$ cat config.mk
export PLATFORM = sky130hd
export DESIGN_NAME = brush_motor_hbridge_pwm
export DESIGN_NICKNAME = d
export VERILOG_FILES = /design/src/rtl/brush_motor_hbridge_pwm.sv
export SDC_FILE = /design/constraint.sdc
export NUM_CORES = 1
export LEC_CHECK = 0
export CELL_PAD_IN_SITES_DETAIL_PLACEMENT = 2
export CELL_PAD_IN_SITES_GLOBAL_PLACEMENT = 2
export CORE_MARGIN = 2
export CORE_UTILIZATION = 30
export CTS_CLUSTER_DIAMETER = 120
export DETAILED_ROUTE_END_ITERATION = 10
export GPL_TIMING_DRIVEN = 0
export PLACE_DENSITY = 0.8
export SLEW_MARGIN = 20
export SYNTH_ARGS = -nofsm -noshare
export SYNTH_HDL_FRONTEND = slang
export SYNTH_SLANG_ARGS = --single-unit
$ cat constraint.sdc
create_clock -name csi_MCLK_clk -period 4.1 [get_ports csi_MCLK_clk]
set_clock_uncertainty 0.1 [all_clocks]
set_input_delay 1.025 -clock csi_MCLK_clk [delete_from_list [all_inputs] [get_ports csi_MCLK_clk]]
set_output_delay 1.025 -clock csi_MCLK_clk [all_outputs]
set_load 0.05 [all_outputs]
$ cat src/rtl/brush_motor_hbridge_pwm.sv
// rtl/brush_motor_hbridge_pwm.sv - H-bridge gate driver with PWM speed control and dead-time insertion.
// Optional fault input enabled by defining BRUSH_HBRIDGE_FAULT_EN.
module brush_motor_hbridge_pwm #(
   parameter int PWM_W    = 16,
   parameter int DT_W     = 8,
   parameter int DT_RESET = 16
) (
   input  logic        csi_MCLK_clk,
   input  logic        rsi_MRST_reset,
   input  logic [31:0] avs_ctrl_writedata,
   output logic [31:0] avs_ctrl_readdata,
   input  logic [1:0]  avs_ctrl_address,
   input  logic        avs_ctrl_write,
   input  logic        avs_ctrl_read,
   input  logic        hx_in,
   input  logic        hy_in,
`ifdef BRUSH_HBRIDGE_FAULT_EN
   input  logic        fault_n,
`endif
   output logic        gate_ah,
   output logic        gate_al,
   output logic        gate_bh,
   output logic        gate_bl
);

   typedef enum logic [1:0] {S_OFF = 2'd0, S_DEAD = 2'd1, S_RUN = 2'd2} state_t;

   localparam logic [1:0] M_COAST = 2'b00;
   localparam logic [1:0] M_REV   = 2'b01;
   localparam logic [1:0] M_FWD   = 2'b10;
   localparam logic [1:0] M_BRAKE = 2'b11;

   logic [PWM_W-1:0] period_reg, duty_reg;
   logic [DT_W-1:0]  dt_reg, dt_cnt, dt_load;
   logic [PWM_W-1:0] cnt, p_act, d_act;
   logic             pwm_on;
   state_t           state;
   logic [1:0]       mode_lat, mode_in;
   logic [3:0]       gates;
   logic             fault_latch, fault_hold;
   logic             unused_wdata;

   assign mode_in      = {hx_in, hy_in};
   assign dt_load      = (dt_reg == '0) ? DT_W'(1) : dt_reg;
   assign pwm_on       = (p_act != '0) && (cnt < d_act);
   assign unused_wdata = &{1'b0, avs_ctrl_writedata[31:PWM_W]};
   assign {gate_ah, gate_al, gate_bh, gate_bl} = gates;

   function automatic logic [3:0] gate_map(input logic [1:0] m, input logic on);
      case (m)
         M_FWD:   gate_map = {on, 1'b0, 1'b0, 1'b1};
         M_REV:   gate_map = {1'b0, 1'b1, on, 1'b0};
         M_BRAKE: gate_map = 4'b0101;
         default: gate_map = 4'b0000;
      endcase
   endfunction

`ifdef BRUSH_HBRIDGE_FAULT_EN
   logic fault_s1, fault_s2;

   // Synchronizer resets to "no fault"; a live low still latches two edges later.
   always_ff @(posedge csi_MCLK_clk) begin
      if (rsi_MRST_reset) begin
         fault_s1    <= 1'b1;
         fault_s2    <= 1'b1;
         fault_latch <= 1'b0;
      end else begin
         fault_s1 <= fault_n;
         fault_s2 <= fault_s1;
         if (!fault_s2)
            fault_latch <= 1'b1;
         else if (avs_ctrl_write && avs_ctrl_address == 2'd3 && avs_ctrl_writedata[0])
            fault_latch <= 1'b0;
      end
   end

   assign fault_hold = fault_latch | ~fault_s2;
`else
   assign fault_latch = 1'b0;
   assign fault_hold  = 1'b0;
`endif

   always_ff @(posedge csi_MCLK_clk) begin
      if (rsi_MRST_reset) begin
         period_reg <= '0;
         duty_reg   <= '0;
         dt_reg     <= DT_W'(DT_RESET);
      end else if (avs_ctrl_write) begin
         case (avs_ctrl_address)
            2'd0:    period_reg <= avs_ctrl_writedata[PWM_W-1:0];
            2'd1:    duty_reg   <= avs_ctrl_writedata[PWM_W-1:0];
            2'd2:    dt_reg     <= avs_ctrl_writedata[DT_W-1:0];
            default: ;
         endcase
      end
   end

   always_ff @(posedge csi_MCLK_clk) begin
      if (rsi_MRST_reset) begin
         avs_ctrl_readdata <= '0;
      end else if (avs_ctrl_read) begin
         case (avs_ctrl_address)
            2'd0:    avs_ctrl_readdata <= 32'(period_reg);
            2'd1:    avs_ctrl_readdata <= 32'(duty_reg);
            2'd2:    avs_ctrl_readdata <= 32'(dt_reg);
            default: avs_ctrl_readdata <= {27'd0, fault_latch, mode_lat, state};
         endcase
      end
   end

   // Active period/duty only reload at the wrap so a duty change never produces a runt pulse.
   always_ff @(posedge csi_MCLK_clk) begin
      if (rsi_MRST_reset) begin
         cnt   <= '0;
         p_act <= '0;
         d_act <= '0;
      end else if (p_act == '0 || cnt == p_act - 1'b1) begin
         cnt   <= '0;
         p_act <= period_reg;
         d_act <= duty_reg;
      end else begin
         cnt <= cnt + 1'b1;
      end
   end

   // Gates are loaded from the state being entered, so RUN outputs appear on the edge leaving DEAD.
   always_ff @(posedge csi_MCLK_clk) begin
      if (rsi_MRST_reset) begin
         state    <= S_OFF;
         mode_lat <= M_COAST;
         dt_cnt   <= '0;
         gates    <= 4'b0000;
      end else if (fault_hold) begin
         state    <= S_OFF;
         mode_lat <= M_COAST;
         gates    <= 4'b0000;
      end else begin
         case (state)
            S_OFF: begin
               gates <= 4'b0000;
               if (mode_in != M_COAST) begin
                  state    <= S_DEAD;
                  mode_lat <= mode_in;
                  dt_cnt   <= dt_load;
               end
            end
            S_DEAD: begin
               if (mode_in != mode_lat) begin
                  mode_lat <= mode_in;
                  dt_cnt   <= dt_load;
                  gates    <= 4'b0000;
               end else if (dt_cnt <= DT_W'(1)) begin
                  state <= (mode_lat == M_COAST) ? S_OFF : S_RUN;
                  gates <= gate_map(mode_lat, pwm_on);
               end else begin
                  dt_cnt <= dt_cnt - 1'b1;
                  gates  <= 4'b0000;
               end
            end
            S_RUN: begin
               if (mode_in != mode_lat) begin
                  state    <= S_DEAD;
                  mode_lat <= mode_in;
                  dt_cnt   <= dt_load;
                  gates    <= 4'b0000;
               end else begin
                  gates <= gate_map(mode_lat, pwm_on);
               end
            end
            default: begin
               state <= S_OFF;
               gates <= 4'b0000;
            end
         endcase
      end
   end

endmodule
==> summary.txt <==
Logic synthesis
  – Post-synthesis sequential area ratio: 40.33%
  – Top-area cell type share of the netlist area: 40.33%
  – Combinational family with the most area after synthesis: simple AND/OR/NAND/NOR gates
  – Dominant cell type by area after synthesis: dfxtp_1
  – Adder-cell area share of the yosys netlist: 4.831%
  – Synth warn: 0
  – Synth Area in Simple Gates: 21.32%
  – Multiplexer area fraction after synthesis: under 10%
  – Mapped Avg Cell Area: 8.450 um^2
  – Synth cell types: 60
  – Synth Register Bits: between 100 and 150
  – Post-Synth XOR/XNOR Area: 5.272%
  – Gate Count Post-Synth: around 710
  – Complex-gate fraction of the synthesized area: 16.47%
  – Asr flop ratio synth: 0%
  – Area contributors post-synth: dfxtp_1 (40%), nand2_1 (6.8%), a21oi_1 (6.5%), ha_1 (4.8%), nor2_1 (3.6%)
  – Synth Flop Type: dfxtp_1
  – Post-synth EDFFs: 0
  – Mapped cell area: 5957 um^2

Routing
  – DR WL/cell: 18.34 um
  – Routed Antenna Nets: 0
  – Vias: 5359
  – Drt initial violations: 218
  – Total Wirelength: 19440 um
  – Remaining DRCs: 0
  – Avg Vias per Cell: 5.056
  – DRT Pass-1 Iters: 4

Power and ir drop
  – Design Power: 3.665 mW
  – Leakage: 2.822 nW
  – Worst vdd ir: 293.8 uV
  – Pwr Density: 494.5 nW/um^2

Die
  – Core Rows: 51
  – Die width: between 100 and 150 um
  – Die Ht: 144.9 um
  – I/O pin total: 76
  – Initial Util: 30.61%
  – Core area: 19460 um^2
  – Die footprint: 21000 um^2

Setup path
  – Crit-path cells: inv_1, ha_1, or3b_2, or4_4, xnor2_2, nor4bb_1, nand4_1, a21oi_2, buf_4, a22o_1
  – Crit-path max FO: 10
  – Worst path slowest cell: or3b_2
  – Worst Setup Path Type: flip-flop to flip-flop
  – Crit path DAT: 3940 ps
  – Critical path's largest stage delay: 530 ps
  – WP data required: 4360 ps
  – Crit. End Element: flip-flop
  – CP Launch Type: flip-flop

STA
  – Rel. slew slack: 35.59%
  – Fmax: between 200 and 300 MHz
  – Final worst-path cycle share: 89.70%
  – Worst-Margin Slew: about 960 ps
  – Final worst path period need: roughly 3700 ps
  – Final setup vio count: 0
  – Final Slew Violations: 0
  – Final TNS setup: 0 ps
  – Final hold vios: 0
  – RSZ-0062 raised after global routing: false

Clocking
  – Total CTS buffers: 17
  – H-Tree Depth: 4
  – Later-pin clock latency in the skew report: 430 ps
  – CTS tree: done
  – Post-cts resize count: 0
  – Clock tree root driver cell: clkbuf_16
  – Buffer depth of the longest clock path: 2
  – Clock sinks: 120
  – Post-CTS setup buffers: 0
  – Clk pin slew, worst setup/hold paths: 60 ps
  – CTS Hold Buffers Added: 0

Layout
  – Diode count: 0
  – Nets@finish: 845
  – Syn-to-layout area delta: 24.41%
  – Layout cell share with drive strength beyond 1: 10.82%

Place
  – GP Congestion: about 0.79
  – Buffers added on ports: 43
  – Hpwl dp: 13980 um

Worst hold path
  – Hold Crit Class: flip-flop to flip-flop

Global route
  – First-pass GRT wire length: 31460 um
  – GR Util All Layers: 18.99%
  – Number of global-route vias before repair: 5782
  – GRT overflow: 0
  – Initial antenna violation count: 0
  – Largest net degree at the start of global routing: 17

Flow run
  – Max Cap Violations: 0

Outcome
  – Status: finished, final reports clean
-- layout by cell type, fill, tap and decap left out, types with 4 or more instances in the layout --
master	n
dfxtp_1	120
nand2_1	108
a21oi_1	77
nor2_1	57
clkdlybuf4s50_1	43
o21ai_0	27
clkbuf_1	26
inv_1	25
ha_1	23
buf_4	19
xor2_1	19
a22o_1	19
clkbuf_16	17
nand3_1	16
conb_1	16
xnor2_1	15
nand4_1	12
nor2b_1	12
mux2i_1	11
mux2_2	8
a211oi_1	7
nor3_1	7
and3_1	7
nor4_1	6
nor3b_1	5
buf_1	4
nand2b_1	4
or4_1	4
and2_1	4
a21o_1	4
mux4_2	4
a22oi_1	4
bufinv_16	4
-- through the flow --
stage	cell area (um^2)	util, %	worst slack (ps)	instances	hold slack, ps
floorplan	6013	-	1062	720	342.9
global placement	6775	34.81	444.4	1028	358.3
detailed placement	6775	34.81	348.5	1028	366.3
CTS	7411	38.08	404.2	1060	381.5
global route	7411	38.08	117.8	1060	397.2
finish	7411	38.08	422.1	1060	378.0
-- cell type report --
class | instances | area (um^2)
repair buffers | 43 | 430.4
flip-flops and latches | 120 | 2402
clock inverters | 14 | 196.4
inverters | 25 | 93.84
clock buffers | 18 | 439.2
multi-input cells | 520 | 3203
plain buffers | 55 | 314.1
fillers | 2211 | 12050
well taps | 265 | 331.6
-- logic make-up (layout without fill, tap and decap cells) --
kind of cell / after synthesis / in the layout
and+or+nand+nor: 263 / 263
muxes: 23 / 23
AOI/OAI and AO/OA: 160 / 160
DFF: 120 / 120
xor gates and xnor gates: 35 / 35
buffers and inverters: 80 / 155
other: 1 / 16
adders and majority gates: 23 / 23
-- critical path: cells and delay by family (launching register included) --
kind	cells	cell delay [ps]
simple gates	4	1730
compound gates	2	650
flops	1	380
buf+inv	2	370
fa+ha+maj	1	230
xor+xnor	1	150
-- power breakdown --
| part | switching (mW) | leakage [nW] | internal [mW] |
|---|---|---|---|
| combinational | 0.450 | 1.55 | 0.281 |
| sequential | 0.0775 | 0.973 | 1.23 |
| clock | 0.590 | 0.303 | 1.04 |
| total | 1.12 | 2.82 | 2.55 |
-- cells in the mapped netlist (all sizes together) (4+ instances only) --
cell	n
nor3	8
mux4	4
nand2	108
or4	6
nand3	16
nand2b	4
nor2b	12
and2	4
mux2	8
xnor2	16
dfxtp	120
a211oi	7
o21ai	27
ha	23
nor3b	6
xor2	19
a22oi	4
nor2	59
mux2i	11
a21oi	78
and3	7
inv	25
buf	29
a21o	4
a22o	19
nor4	6
clkbuf	26
nand4	12
-- path summary, 6_finish.rpt --
| check | startpoint | end | cells past startpoint | slack [ps] |
|---|---|---|---|---|
| setup reg to reg | p_act[0] | p_act[1] | 10 | 420 |
| setup / recovery | p_act[0] | p_act[1] | 10 | 420 |
| hold / removal | d_act[11] | d_act[11] | 1 | 380 |
| hold reg to reg | d_act[11] | d_act[11] | 1 | 380 |
-- routing by layer --
| layer | routed length, um | up-vias | GRT usage [%] |
|---|---|---|---|
| met5 | 0 | - | 0 |
| met1 | 8858 | 2683 | 23.45 |
| met2 | 9797 | 79 | 33.48 |
| met3 | 537 | 19 | 3.585 |
| met4 | 249 | 0 | 5.792 |
| li1 | - | 2578 | - |
Power figures use the tool's default switching activity.
